--- src/rtl/ctrl_sched_pkg.sv ---
`default_nettype none
// ============================================================================
//  Module      : ctrl_sched_pkg
//  Description : Shared types and constants for the control-register write
//                scheduler: sequencer state encoding, deferred-queue default
//                depth and the {wa, data} queue entry layout.
//  Revision    : 1.0 - initial release
// ============================================================================
package ctrl_sched_pkg;

    // Default log2 of the deferred queue depth (8 entries)
    localparam int c_depth_log2_dflt = 3;

    // Sequencer state encoding
    typedef logic [1:0] state_t;
    localparam state_t c_st_idle = 2'd0;
    localparam state_t c_st_lo   = 2'd1;
    localparam state_t c_st_hi   = 2'd2;

    // One queued register write: 2-bit select over 32-bit data (34 bits)
    typedef struct packed {
        logic [1:0]  wa;
        logic [31:0] data;
    } entry_t;

    function automatic entry_t make_entry(input logic [1:0] wa, input logic [31:0] data);
        entry_t e;
        e.wa   = wa;
        e.data = data;
        return e;
    endfunction

endpackage
`default_nettype wire

--- src/rtl/ctrl_sched_fifo.sv ---
`default_nettype none
// ============================================================================
//  Module      : ctrl_sched_fifo
//  Description : Synchronous deferred-write queue with one push port, one pop
//                port and an occupancy count. A push into a full queue is
//                dropped and flagged, even when a pop happens on the same edge.
//  Revision    : 1.0 - initial release
// ============================================================================
module ctrl_sched_fifo
    import ctrl_sched_pkg::*;
#(
    parameter int DEPTH_LOG2 = c_depth_log2_dflt
) (
    input  logic                clk,
    input  logic                rst,
    input  logic                i_push,
    input  entry_t              i_push_entry,
    input  logic                i_pop,
    output entry_t              o_head,
    output logic [DEPTH_LOG2:0] o_count,
    output logic                o_full,
    output logic                o_drop
);

    localparam int unsigned               c_depth_int = 1 << DEPTH_LOG2;
    localparam logic [DEPTH_LOG2:0]       c_depth     = c_depth_int[DEPTH_LOG2:0];
    localparam logic [DEPTH_LOG2-1:0]     c_ptr_one   = (DEPTH_LOG2)'(1);
    localparam logic [DEPTH_LOG2:0]       c_cnt_one   = (DEPTH_LOG2+1)'(1);

    entry_t                r_mem [c_depth_int];
    logic [DEPTH_LOG2-1:0] r_wr_ptr;
    logic [DEPTH_LOG2-1:0] r_rd_ptr;
    logic [DEPTH_LOG2:0]   r_count;
    logic                  w_push_ok;
    logic                  w_pop_ok;

    // Fullness is judged on the registered count, so a same-edge pop never
    // makes room for a push into a full queue.
    assign o_full    = (r_count == c_depth);
    assign w_push_ok = i_push && !o_full;
    assign w_pop_ok  = i_pop && (r_count != '0);
    assign o_drop    = i_push && o_full;
    assign o_head    = r_mem[r_rd_ptr];
    assign o_count   = r_count;

    // Entry storage; validity is defined by the pointers, so no reset needed
    always_ff @(negedge clk) begin
        if (w_push_ok) begin
            r_mem[r_wr_ptr] <= i_push_entry;
        end
    end

    // Pointers wrap modulo depth; the count saturates naturally at depth
    always_ff @(negedge clk) begin
        if (rst) begin
            r_wr_ptr <= '0;
            r_rd_ptr <= '0;
            r_count  <= '0;
        end else begin
            if (w_push_ok) begin
                r_wr_ptr <= r_wr_ptr + c_ptr_one;
            end
            if (w_pop_ok) begin
                r_rd_ptr <= r_rd_ptr + c_ptr_one;
            end
            case ({w_push_ok, w_pop_ok})
                2'b10:   r_count <= r_count + c_cnt_one;
                2'b01:   r_count <= r_count - c_cnt_one;
                default: r_count <= r_count;
            endcase
        end
    end

endmodule
`default_nettype wire

--- src/rtl/ctrl_write_sched.sv ---
`default_nettype none
// ============================================================================
//  Module      : ctrl_write_sched
//  Description : Control-register write scheduler. Arbitrates between an
//                immediate write port and a frame-released deferred queue and
//                issues every 32-bit write as a LO/HI pair of 16-bit cycles.
//  Revision    : 1.0 - initial release
// ============================================================================
module ctrl_write_sched
    import ctrl_sched_pkg::*;
#(
    parameter int DEPTH_LOG2 = c_depth_log2_dflt
) (
    input  logic                sclk,
    input  logic                rst,
    input  logic                imm_req,
    input  logic [1:0]          imm_wa,
    input  logic [31:0]         imm_data,
    output logic                imm_ack,
    input  logic                def_we,
    input  logic [1:0]          def_wa,
    input  logic [31:0]         def_data,
    output logic                def_full,
    output logic [DEPTH_LOG2:0] def_count,
    input  logic                frame_sync,
    output logic                wen,
    output logic [1:0]          wa,
    output logic [15:0]         di,
    output logic                busy,
    output logic                overflow
);

    state_t              r_state;
    state_t              w_state_nxt;
    entry_t              r_cur;
    logic                r_cur_def;
    logic [DEPTH_LOG2:0] r_pending;
    logic                r_overflow;

    entry_t              w_push_entry;
    entry_t              w_head;
    logic [DEPTH_LOG2:0] w_fifo_count;
    logic                w_fifo_drop;
    logic                w_pop;
    logic [DEPTH_LOG2:0] w_pend_base;
    logic [DEPTH_LOG2:0] w_pend_nxt;
    logic                w_grant_slot;
    logic                w_grant_def;
    logic                w_grant_imm;

    assign w_push_entry = make_entry(def_wa, def_data);

    ctrl_sched_fifo #(
        .DEPTH_LOG2 (DEPTH_LOG2)
    ) u_fifo (
        .clk          (sclk),
        .rst          (rst),
        .i_push       (def_we),
        .i_push_entry (w_push_entry),
        .i_pop        (w_pop),
        .o_head       (w_head),
        .o_count      (w_fifo_count),
        .o_full       (def_full),
        .o_drop       (w_fifo_drop)
    );

    // A deferred entry stays at the queue head through its LO cycle and
    // leaves on the edge that ends LO.
    assign w_pop = (r_state == c_st_lo) && r_cur_def;

    // frame_sync snapshots the pre-push occupancy; the same-edge pop is then
    // removed so an entry already in flight is never released twice.
    assign w_pend_base = frame_sync ? w_fifo_count : r_pending;
    assign w_pend_nxt  = w_pend_base - {{DEPTH_LOG2{1'b0}}, w_pop};

    // Grants are taken only when the sequencer can start a new LO next cycle.
    // Using the post-snapshot count lets a frame_sync start a drain at once.
    assign w_grant_slot = (r_state == c_st_idle) || (r_state == c_st_hi);
    assign w_grant_def  = w_grant_slot && (w_pend_nxt != '0);
    assign w_grant_imm  = w_grant_slot && !w_grant_def && imm_req;

    // Sequencer state register
    always_ff @(negedge sclk) begin
        if (rst) begin
            r_state <= c_st_idle;
        end else begin
            r_state <= w_state_nxt;
        end
    end

    // Sequencer next state: LO always runs into HI, HI chains to another LO
    always_comb begin
        w_state_nxt = c_st_idle;
        case (r_state)
            c_st_idle: w_state_nxt = (w_grant_def || w_grant_imm) ? c_st_lo : c_st_idle;
            c_st_lo:   w_state_nxt = c_st_hi;
            c_st_hi:   w_state_nxt = (w_grant_def || w_grant_imm) ? c_st_lo : c_st_idle;
            default:   w_state_nxt = c_st_idle;
        endcase
    end

    // Capture the granted write, track released entries, latch overflow
    always_ff @(negedge sclk) begin
        if (rst) begin
            r_cur      <= '0;
            r_cur_def  <= 1'b0;
            r_pending  <= '0;
            r_overflow <= 1'b0;
        end else begin
            r_pending <= w_pend_nxt;
            if (w_grant_def) begin
                r_cur     <= w_head;
                r_cur_def <= 1'b1;
            end else if (w_grant_imm) begin
                r_cur     <= make_entry(imm_wa, imm_data);
                r_cur_def <= 1'b0;
            end
            if (w_fifo_drop) begin
                r_overflow <= 1'b1;
            end
        end
    end

    // Register-bus outputs; forced quiet while rst is high so a write caught
    // in HI never drives its upper half.
    always_comb begin
        wen     = 1'b0;
        wa      = 2'd0;
        di      = 16'd0;
        imm_ack = 1'b0;
        if (!rst) begin
            case (r_state)
                c_st_lo: begin
                    wen     = 1'b1;
                    wa      = r_cur.wa;
                    di      = r_cur.data[15:0];
                    imm_ack = !r_cur_def;
                end
                c_st_hi: begin
                    di = r_cur.data[31:16];
                end
                default: begin
                    di = 16'd0;
                end
            endcase
        end
    end

    assign busy      = !rst && ((r_state != c_st_idle) || (r_pending != '0));
    assign overflow  = r_overflow;
    assign def_count = w_fifo_count;

endmodule
`default_nettype wire

--- config.mk ---
export PLATFORM = sky130hd
export DESIGN_NAME = ctrl_write_sched
export DESIGN_NICKNAME = d
export VERILOG_FILES = /design/src/rtl/ctrl_sched_pkg.sv /design/src/rtl/ctrl_sched_fifo.sv /design/src/rtl/ctrl_write_sched.sv
export SDC_FILE = /design/constraint.sdc
export NUM_CORES = 1
export LEC_CHECK = 0
export BUFFER_PORTS_ARGS = -buffer_cell sky130_fd_sc_hd__clkbuf_2
export CAP_MARGIN = 20
export CORE_ASPECT_RATIO = 1.25
export CORE_MARGIN = 1.5
export CORE_UTILIZATION = 55
export CTS_BUF_LIST = sky130_fd_sc_hd__clkbuf_4 sky130_fd_sc_hd__clkbuf_8 sky130_fd_sc_hd__clkbuf_16
export CTS_CLUSTER_SIZE = 25
export DETAILED_ROUTE_END_ITERATION = 12
export HOLD_SLACK_MARGIN = 0.08
export PLACE_DENSITY = 0.8
export SYNTH_ARGS = -nofsm -noshare
export SYNTH_HDL_FRONTEND = slang
export SYNTH_SLANG_ARGS = --single-unit
--- constraint.sdc ---
create_clock -name sclk -period 5.87 [get_ports sclk]
set_clock_uncertainty 0.15 [all_clocks]
set_input_delay 0.587 -clock sclk [delete_from_list [all_inputs] [get_ports sclk]]
set_output_delay 0.587 -clock sclk [all_outputs]
set_load 0.05 [all_outputs]
==> summary.txt <==
Outcome
  • Status: finished, violations left
  • Failing checks: DRC

Synth
  • Number of synthesized flops with an enable pin: 272
  • Synth top area share: 63.3%
  • Post-synthesis compound-gate area fraction: 6.16%
  • Post-synthesis sequential area ratio: 71.8%
  • Number of synthesized register bits: 327
  • Syn_area_per_cell: 17.3 um2
  • Prevailing post-synth register cell: edfxtp_1
  • Most instantiated library cell after synthesis: edfxtp_1
  • Synth area leaders: edfxtp_1 63%, mux4_2 12%, dfxtp_1 8.5%
  • Post-synthesis adder-cell area fraction: around 1.3%
  • Mux cell area share after synthesis: 12.3%
  • Synth async-reset ratio: 0%
  • Largest family of logic cells by synthesized area: multiplexers
  • Simple-Gate Fraction of Synth Area: 6.09%
  • Cell area after synthesis: 12900 um2
  • Syn nets: 832
  • Top cells by count, synth: 272 x edfxtp_1, 78 x nand2_1, 68 x mux4_2
  • Number of synthesis warnings: 0
  • Cell variety after synth: 35
  • Synth Instances: 746
  • Dominant cell type by area after synthesis: edfxtp_1
  • Synth Area in XOR/XNOR: less than 1%

Floorplan
  • Starting Density: a little under three fifths
  • Die area: 24400 um2
  • Row cnt: 62
  • IO Count: 100
  • DIE HEIGHT: 174 um
  • Core Box Area: around 23000 um2
  • Die W: 140 um

Worst setup path
  • CP arrival: ~5.0 ns
  • Crit Path Max Fanout: 11
  • Crit path required time: 5.13 ns
  • Worst setup SP type: flip-flop
  • Critical path class: reg2out
  • Critical path capture point type: output pin
  • Start point of the critical path: r_state[1]$_SDFF_NP0_
  • Worst r2r src: r_state[1]$_SDFF_NP0_

Worst hold path
  • HP Class: reg2reg
  • HP Start: overflow$_SDFFE_NP0P_

Timing
  • Final hold violation count: 0
  • Final slew viol count: 0
  • RSZ-0062 raised after global routing: false
  • Tightest Pin Transition: between 0.9 and 1 ns
  • Final hold slack: 0.309 ns
  • Final setup fails: 0
  • Slew headroom: 37.3%

Pwr
  • LEAKAGE: 6.73 nW
  • Switch Pwr: 2.16 mW
  • Sequential Power Share: 42.7%
  • Int Power: 4.54 mW
  • Switching share of power: 32.2%
  • Clock network fraction of total power: a little under half
  • Worst IR Drop VDD: 0.293 mV
  • Power per Cell Area: 413 nW/um2
  • Design Power: 6.70 mW
  • Combinational power share: 11.8%

Route
  • WL per Instance: 20.8 um
  • Detail Route Antenna Nets: 0
  • DR iter-0 viols: 847
  • TritonRoute pass-1 iters: 9
  • Vias per inst: 5.77
  • Drt drc: 2
  • Post-Route WL: just over 30000 um
  • DR vias: roughly 8600

CTS
  • Clock Sinks: about 330
  • Num CTS Buffers: 35
  • CTS max path bufs: 3
  • Root Buffer: clkbuf_16
  • CTS resizes: 3
  • Post-CTS Repair Setup Buffers: 0
  • Later-pin clock latency in the skew report: between 0.5 and 0.6 ns
  • H-tree levels: 2
  • Clock Pin Slew Worst Setup and Hold Paths: about 0.050 ns
  • CTS tree: built
  • Post-CTS Hold Buffers: 0

Placed design
  • PortBufs: 99
  • Detailed placement HPWL: 17100 um
  • Routability congestion estimate: 0.798

Run
  • Max Cap Viol: 0

Global routing
  • Number of global-route vias before repair: about 9400
  • Global-route wire length before repair: around 47000 um
  • Initial antenna violation count: 0
  • Grt ovf: 0
  • Total track usage: 25.9%
  • Largest net degree at the start of global routing: roughly 70

Final layout
  • Fillers: 1392
  • Final net count: 1268
  • Layout area overhead: 25.6%
  • Ant. Diodes: 0
  • Layout cells sized above 1: 21.7%
==> cells by family (layout without fill, tap and decap cells) <==
logic type / Yosys count / in the layout
adder cells (fa/ha/maj): 13 / 13
flip-flops: 327 / 327
AO/OA/AOI/OAI: 100 / 100
XOR/XNOR: 7 / 7
multiplexers: 73 / 73
buffers and inverters: 57 / 510
AND/OR/NAND/NOR: 169 / 169
==> placed cells by master (no fill, tap or decap), drive strengths merged, types with 5 or more instances in the layout <==
cell | Yosys | routed
a21oi | 9 | 9
inv | 7 | 342
nand2 | 78 | 78
ha | 12 | 12
clkbuf | 36 | 136
mux4 | 68 | 68
nor2 | 35 | 35
a22oi | 16 | 16
a211oi | 35 | 35
nor2b | 39 | 39
dfxtp | 55 | 55
a311oi | 34 | 34
edfxtp | 272 | 272
buf | 14 | 24
mux2i | 5 | 5
==> metrics by stage <==
stage	setup TNS (ns)	instance area (um2)	instances	setup WS (ns)	util, %
floorplan	-18.22	12900	746	-0.112	-
global placement	0	13900	1107	0.0360	60.2
detailed placement	-0.830	13900	1107	-0.0839	60.2
CTS	0	16200	1487	0.0118	70.3
global route	0	16200	1487	0.000966	70.4
finish	0	16200	1487	0.101	70.4
==> sequential cells by signal, summed over array words and instances, names as in the netlist, named ones only <==
| register | flops |
|---|---|
| overflow | 1 |
| r_cur | 34 |
| r_cur_def | 1 |
| r_pending | 4 |
| r_state | 2 |
| u_fifo.o_count | 4 |
| u_fifo.r_mem | 272 |
| u_fifo.r_rd_ptr | 3 |
| u_fifo.r_wr_ptr | 3 |
==> worst paths after layout <==
path	slack [ns]	to	cells after the start
setup / recovery	0.10	di[15]	6
hold / removal	0.31	overflow$_SDFFE_NP0P_	2
setup reg to reg	2.68	r_cur[19]$_SDFFE_NP0P_	10
hold reg to reg	0.31	overflow$_SDFFE_NP0P_	2
==> critical path: stages (launching register included) <==
cell and delay, ns:
dfxtp_1 0.33, inv_1 0.10, ha_2 0.30, buf_4 0.24
a22oi_1 0.12, nor2_1 0.14, clkbuf_2 0.29
==> metal layers <==
| layer | vias up | track usage, % | wire [um] |
|---|---|---|---|
| li1 | 3820 | - | - |
| met1 | 4166 | 30.0 | 11200 |
| met2 | 499 | 42.2 | 16000 |
| met3 | 92 | 8.48 | 2780 |
| met4 | 0 | 16.0 | 1020 |
| met5 | - | 0 | 0 |
==> final cells by class <==
class | instances | area [um2] | share of cell area (%)
clock buffers | 37 | 926 | 5.71
clock inverters | 344 | 1390 | 8.59
inverters | 6 | 22.5 | 0.139
multi-input cells | 362 | 3490 | 21.5
flip-flops and latches | 327 | 9280 | 57.2
well taps | 288 | 360 | 2.22
repair buffers | 123 | 741 | 4.57
==> power groups by stage <==
| stage | Clock, mW | Sequential [mW] | Combinational, mW |
|---|---|---|---|
| 5_1_grt | 3.35 | 2.86 | 0.856 |
| 2_1_floorplan | 0.332 | 2.81 | 0.535 |
| 3_3_place_gp | 0.332 | 2.86 | 0.718 |
| 4_1_cts | 3.12 | 2.85 | 0.778 |
| 3_5_place_dp | 0.332 | 2.87 | 0.748 |
| 6_report | 3.05 | 2.86 | 0.791 |
Power figures use the tool's default switching activity.
